File: src/rtl/seq_detect_param_if.sv
// Serial pattern-detector bus: stream/control inputs from the master, match results back from the slave.
interface seq_detect_param_if #(
    parameter int PAT_LEN = 4,
    parameter int CNT_W   = 8
);
    logic               en_i;
    logic               in_i;
    logic               pat_wr_i;
    logic [PAT_LEN-1:0] pat_data_i;
    logic               cnt_clr_i;
    logic               out_o;
    logic               out_q_o;
    logic [CNT_W-1:0]   match_cnt_o;

    modport master (
        output en_i, in_i, pat_wr_i, pat_data_i, cnt_clr_i,
        input  out_o, out_q_o, match_cnt_o
    );

    modport slave (
        input  en_i, in_i, pat_wr_i, pat_data_i, cnt_clr_i,
        output out_o, out_q_o, match_cnt_o
    );
endinterface

File: src/rtl/seq_detect_param.sv
// Parametrised serial bit-pattern detector with a reloadable pattern, optional overlap,
// a clock enable, a registered match strobe and a saturating match counter.
module seq_detect_param #(
    parameter int                 PAT_LEN = 4,
    parameter logic [PAT_LEN-1:0] PATTERN = 4'b1001,
    parameter bit                 OVERLAP = 1'b1,
    parameter int                 CNT_W   = 8
) (
    input logic               clk,
    input logic               rst,
    seq_detect_param_if.slave bus
);
    localparam int                FILL_W   = $clog2(PAT_LEN);
    localparam logic [FILL_W-1:0] FILL_MAX = FILL_W'(PAT_LEN - 1);
    localparam logic [CNT_W-1:0]  CNT_MAX  = '1;

    logic [PAT_LEN-1:0] pat_q, pat_d;
    logic [PAT_LEN-2:0] hist_q, hist_d;
    logic [FILL_W-1:0]  fill_q, fill_d;
    logic [CNT_W-1:0]   cnt_q, cnt_d;
    logic               match_q;
    logic [PAT_LEN-1:0] window;
    logic               match;

    // The window is the stored history plus the bit arriving this cycle.
    assign window = {hist_q, bus.in_i};
    assign match  = bus.en_i & ~bus.pat_wr_i & (fill_q == FILL_MAX) & (window == pat_q);

    always_comb begin
        pat_d  = pat_q;
        hist_d = hist_q;
        fill_d = fill_q;
        cnt_d  = cnt_q;
        if (bus.pat_wr_i) begin
            pat_d  = bus.pat_data_i;
            hist_d = '0;
            fill_d = '0;
        end else if (bus.en_i) begin
            hist_d = window[PAT_LEN-2:0];
            if (match && !OVERLAP) begin
                fill_d = '0;
            end else if (fill_q != FILL_MAX) begin
                fill_d = fill_q + 1'b1;
            end
        end
        // A coincident clear drops the match rather than counting it.
        if (bus.cnt_clr_i) begin
            cnt_d = '0;
        end else if (match && (cnt_q != CNT_MAX)) begin
            cnt_d = cnt_q + 1'b1;
        end
    end

    always_ff @(posedge clk) begin
        if (!rst) begin
            pat_q   <= PATTERN;
            hist_q  <= '0;
            fill_q  <= '0;
            cnt_q   <= '0;
            match_q <= 1'b0;
        end else begin
            pat_q   <= pat_d;
            hist_q  <= hist_d;
            fill_q  <= fill_d;
            cnt_q   <= cnt_d;
            match_q <= match;
        end
    end

    assign bus.out_o       = match;
    assign bus.out_q_o     = match_q;
    assign bus.match_cnt_o = cnt_q;
endmodule

File: src/flat_wrapper.sv
// flat-port wrapper written by rule: the top's interface ports become plain ports
module seq_detect_param_flat 
#(
    parameter int                 PAT_LEN = 4,
    parameter logic [PAT_LEN-1:0] PATTERN = 4'b1001,
    parameter bit                 OVERLAP = 1'b1,
    parameter int                 CNT_W   = 8
)
  (clk, rst, bus_en_i, bus_in_i, bus_pat_wr_i, bus_pat_data_i, bus_cnt_clr_i, bus_out_o, bus_out_q_o, bus_match_cnt_o);
  seq_detect_param_if #(.PAT_LEN(PAT_LEN), .CNT_W(CNT_W)) bus_i ();
  input logic clk;
  input logic rst;
  input wire logic [$bits(bus_i.en_i)-1:0] bus_en_i;
  input wire logic [$bits(bus_i.in_i)-1:0] bus_in_i;
  input wire logic [$bits(bus_i.pat_wr_i)-1:0] bus_pat_wr_i;
  input wire logic [$bits(bus_i.pat_data_i)-1:0] bus_pat_data_i;
  input wire logic [$bits(bus_i.cnt_clr_i)-1:0] bus_cnt_clr_i;
  output wire logic [$bits(bus_i.out_o)-1:0] bus_out_o;
  output wire logic [$bits(bus_i.out_q_o)-1:0] bus_out_q_o;
  output wire logic [$bits(bus_i.match_cnt_o)-1:0] bus_match_cnt_o;
  assign bus_i.en_i = bus_en_i;
  assign bus_i.in_i = bus_in_i;
  assign bus_i.pat_wr_i = bus_pat_wr_i;
  assign bus_i.pat_data_i = bus_pat_data_i;
  assign bus_i.cnt_clr_i = bus_cnt_clr_i;
  assign bus_out_o = bus_i.out_o;
  assign bus_out_q_o = bus_i.out_q_o;
  assign bus_match_cnt_o = bus_i.match_cnt_o;
  seq_detect_param #(.PAT_LEN(PAT_LEN), .PATTERN(PATTERN), .OVERLAP(OVERLAP), .CNT_W(CNT_W)) u_core (.clk(clk), .rst(rst), .bus(bus_i));
endmodule
File: config.mk
export PLATFORM = sky130hd
export DESIGN_NAME = seq_detect_param_flat
export DESIGN_NICKNAME = d
export VERILOG_FILES = /design/src/rtl/seq_detect_param_if.sv /design/src/rtl/seq_detect_param.sv /design/src/flat_wrapper.sv
export SDC_FILE = /design/constraint.sdc
export NUM_CORES = 1
export LEC_CHECK = 0
export ABC_AREA = 1
export CAP_MARGIN = 0
export CORE_MARGIN = 10
export CORE_UTILIZATION = 44
export DETAILED_ROUTE_END_ITERATION = 7
export GPL_TIMING_DRIVEN = 0
export PLACE_DENSITY = 0.66
export REMOVE_ABC_BUFFERS = 1
export SKIP_CTS_REPAIR_TIMING = 1
export SLEW_MARGIN = 20
export SYNTH_ARGS = -nofsm -noshare
export SYNTH_HDL_FRONTEND = slang
export SYNTH_SLANG_ARGS = --single-unit
File: constraint.sdc
create_clock -name clk -period 1.65 [get_ports clk]
set_input_delay 0.495 -clock clk [delete_from_list [all_inputs] [get_ports clk]]
set_output_delay 0.495 -clock clk [all_outputs]
set_load 0.02 [all_outputs]
### Yosys cells after proc, flatten, opt, wreduce, memory -nomap -nowiden

Cells that the tools add are included.

| operators by class | value |
|---|---|
| add/sub/neg operators | 2 |
| equality and inequality tests | 4 |
| bitwise logic cells | 5 |
| reductions and logical operators | 4 |

Operator list:

| kind | number |
|---|---|
| 8-bit by 1-bit adder with 8-bit output, second input constant | 1 |
| 8-bit != test, second input constant | 1 |
| 4-bit == test | 1 |
| 2-bit OR reduction | 2 |
| 1-bit bitwise AND | 3 |
| 2-bit by 1-bit adder with 2-bit output, second input constant | 1 |
| 2-bit == test, second input constant | 1 |
| 2-bit != test, second input constant | 1 |
| 1-bit inverter | 2 |
| 2-bit AND reduction | 1 |
| 1-bit logical AND | 1 |

| word-level totals | value |
|---|---|
| register bits after elaboration | 18 |
| bits of input ports | 10 |
| output and inout port bits | 10 |
| word-level logic and storage cells | 20 |

### Logic depth before layout (Yosys ltp)

| depth | value |
|---|---|
| depth in word-level cells | 5 |
| mapped depth | 10 |
| mapped depth without buffers | 10 |

### Least setup slack after synthesis

No wires, ideal clock.

| timing | value |
|---|---|
| path kind | in2out |
| start point | in bus_in_i |
| end point | out bus_out_o |
| arrival | 945 ps |
| data required time | 1155 ps |
| path slack | 210 ps |
| cell stages on the path | 4 |
| path buffers | 0 |
| path through | inv_1 -> nand2_1 -> nand4_4 -> nor2_8 |

| on the way | value |
|---|---|
| word-level cells in the longest chain between the ends | 2 |

Ends and longest elaborated chain:

| item | RTL line | text |
|---|---|---|
| from (decl) | flat_wrapper.sv:14 | `input wire logic [$bits(bus_i.in_i)-1:0] bus_in_i;` |
| 4-bit == test | seq_detect_param.sv:27 | `assign match = bus.en_i & ~bus.pat_wr_i & (fill_q == FILL_MAX) & (window == pat_q);` |
| 1-bit bitwise AND | seq_detect_param.sv:27 |  |
| to (decl) | flat_wrapper.sv:18 | `output wire logic [$bits(bus_i.out_o)-1:0] bus_out_o;` |

Every way passes these cells.

### Final worst setup path

| timing | value |
|---|---|
| start point | in bus_pat_wr_i |
| end point | out bus_out_o |

| on the way | value |
|---|---|
| word-level cells in the longest chain between the ends | 4 |

Ends and longest elaborated chain:

| item | RTL line | text |
|---|---|---|
| from (decl) | flat_wrapper.sv:15 | `input wire logic [$bits(bus_i.pat_wr_i)-1:0] bus_pat_wr_i;` |
| 1-bit inverter | seq_detect_param.sv:27 |  |
| 1-bit bitwise AND (3 in a row) | seq_detect_param.sv:27 |  |

Every way passes these cells.

==> key figures <==
STA
  • RSZ-0062 raised after global routing: true
  • Maximum clock rate: around 560 MHz
  • Worst Tran Pin Value: 358 ps
  • Endpoints failing setup: 1
  • Worst clock skew: 6.00 ps
  • WHS: 491 ps
  • Final Max Slew Viols: 0
  • Crit share post-route: 1.08
  • Fin crit period: 1780 ps
  • Final Hold Viols: 0
  • Max_slew headroom: 0.761
  • Final worst setup slack: -135 ps

Final layout
  • Final Non-Filler Cells: roughly 200
  • Layout cell share with drive strength beyond 1: 0.155
  • Area growth syn-to-layout: 33.7%
  • Diode count: 0
  • Nets: approximately 180

Critical path
  • Slowest stage delay, CP: 190 ps
  • CP endpoint: bus_out_o
  • Reg2Reg Depth: 9
  • Critical Path Fanout Max: 6
  • Crit Path Category: in -> out
  • Worst r2r src: u_core.bus.match_cnt_o[0]$_SDFFE_PP0P_
  • CP Data Required Time: 1150 ps
  • Worst path cell trace: dlymetal6s2s_1, inv_2, nand3_4, inv_2, nand3_4, nor2_8, buf_6
  • Startpoint Class: primary input
  • Critical path arrival: around 1300 ps
  • Setup crit end kind: output pin
  • R2R setup slack: 340 ps
  • Critical Path Start: bus_pat_wr_i
  • RR Endpoint: u_core.bus.match_cnt_o[4]$_SDFFE_PP0P_
  • Critical path's slowest cell: dlymetal6s2s_1

Drt
  • Antenna Nets Post-Route: 0
  • Via density: 4.56
  • Average wire per standard cell: around 11 um
  • DRC errors left: 0
  • Initial DRC count: 36
  • Via count: 889
  • Final wirelength: 2110 um
  • First-pass detailed-route iteration total: 5

Synthesis
  • Syn_area_per_cell: 6.78 um2
  • Synth Cell Area: 976 um2
  • Synth unique cells: 20
  • Seq/Total Area, Yosys: 0.369
  • Synth Instances: 144
  • YS warnings: 0
  • Yosys reg bits: 18

Placed design
  • # placed instances: 190
  • RD Place Congestion: 0.749
  • Hpwl dp: roughly 1600 um
  • Port Buffers: 19

Clocking
  • CTS tree: done
  • Register clock-pin slew on the reported worst setup and hold paths: 100 ps
  • Clk sinks: 18
  • Clk buf depth: 2
  • Clock root buffer: clkbuf_4
  • Clock latency on the worst-skew pair: 300 ps
  • H-tree depth: 1
  • Total CTS buffers: 3

GRT
  • Vias in the first global route: 768
  • Grt total ovfl: 0
  • Overall Global Routing Usage: 0.100
  • Antenna violations before repair: 0
  • Global-route wire length before repair: approximately 3500 um
  • Pin count of the biggest net entering global routing: 11

Floorplanning
  • Die H: 67.1 um
  • Starting density of the core: 0.478
  • Std cell rows: 16
  • Die width: around 67 um
  • I/O pins: 20
  • Core region area: 2040 um2
  • Die area: between 4000 and 5000 um2

Pwr
  • Clock power frac: 0.334
  • Comb power frac: 0.117
  • Peak VDD IR: 0.000584 V
  • Pwr Density: roughly 640 nW/um2
  • Switching pwr: 0.000206 W
  • P_leak: 0.753 nW
  • Pint: roughly 0.00062 W
  • Switching share of power: 0.248
  • Tot Pwr: 0.000829 W
  • Register share of total power: 0.549

Worst hold path
  • Worst hold path cell count: 2
  • Worst hold path type: reg -> reg

Flow run
  • Max_cap viols: 0

Outcome
  • Failing checks: setup timing
  • Status: finished with violations
## state kept, by name (all words and copies together), names as in the netlist
register,flops
u_core.bus.out_q_o,1
u_core.bus.match_cnt_o,8
u_core.hist_q,3
u_core.pat_q,4
u_core.fill_q,2
## cells by family (layout without fill, tap and decap cells)
logic type,after synthesis,count (layout),synth area share
buffers and inverters,23,47,0.0885
adders and majority gates,2,2,0.0256
DFF,18,18,0.369
AOI/OAI and AO/OA,17,17,0.0872
and+or+nand+nor,84,84,0.429
## cell type report
type | count | area, um2
Clock buffer | 4 | 36.3
Fill cell | 210 | 737
Sequential cell | 18 | 363
Multi-Input combinational cell | 103 | 557
Timing Repair Buffer | 20 | 229
Tap cell | 27 | 33.8
Inverter | 23 | 86.3
## Yosys cell counts, drive strengths merged
cell type / instances / area [um2]
nand2: 39 / 156
nor2: 35 / 160
inv: 22 / 82.6
dfxtp: 18 / 360
o21ai: 9 / 45.0
a21oi: 8 / 40.0
nand3: 7 / 70.1
ha: 2 / 25.0
and2: 1 / 6.26
clkinv: 1 / 3.75
nand4: 1 / 21.3
nor3: 1 / 5.00
## per-layer routing
metal	share of wire	up-vias	track usage
li1	-	492	-
met4	0.0099	0	0.0308
met5	0	-	0
met2	0.45	17	0.141
met3	0.064	2	0.0585
met1	0.47	378	0.125
## power groups by stage
stage | combinational [W] | clock, W | sequential [W]
after floorplan | 0.0000586 | 0 | 0.000462
after global placement | 0.0000915 | 0 | 0.000463
after detailed placement | 0.0000941 | 0 | 0.000464
after CTS | 0.0000949 | 0.000290 | 0.000454
after global routing | 0.000109 | 0.000306 | 0.000457
final | 0.0000967 | 0.000277 | 0.000456
## how the worst min path moves through the flow
stage | from | to | slack [ps]
after global routing | u_core.fill_q[0]$_SDFFE_PP0P_ | u_core.fill_q[0]$_SDFFE_PP0P_ | 510
after detailed placement | u_core.fill_q[0]$_SDFFE_PP0P_ | u_core.fill_q[0]$_SDFFE_PP0P_ | 460
after CTS | u_core.fill_q[0]$_SDFFE_PP0P_ | u_core.fill_q[0]$_SDFFE_PP0P_ | 480
final | u_core.fill_q[0]$_SDFFE_PP0P_ | u_core.fill_q[0]$_SDFFE_PP0P_ | 490
after floorplan | u_core.fill_q[0]$_SDFFE_PP0P_ | u_core.fill_q[0]$_SDFFE_PP0P_ | 440
after global placement | u_core.fill_q[0]$_SDFFE_PP0P_ | u_core.fill_q[0]$_SDFFE_PP0P_ | 460
## through the flow
stage               cell area [um2]  worst slack, ps   util  setup TNS [ps]
floorplan                       976              210      -               0
global placement               1200             -988  0.588           -2860
detailed placement             1200            -1000  0.588           -3130
CTS                            1240            -1020  0.605           -2560
global route                   1310             -199  0.639            -199
finish                         1310             -135  0.639            -135
## worst max-delay path, delay by kind of cell
kind,cells,cell delay (ps)
buffers and inverters,4,510
and+or+nand+nor,3,280
## layout by cell type (no fill, tap or decap), types with 2 or more instances in the layout
cell type and n:
nand2_2 3, nand2_1 35, clkdlybuf4s50_1 6, nand3_4 3, inv_2 3, o21ai_0 9
clkbuf_4 3, inv_1 20, nor2_2 3, nor2_1 30, dlymetal6s2s_1 12, dfxtp_1 16
nand3_1 3, dfxtp_2 2, a21oi_1 8
Power figures use the tool's default switching activity.
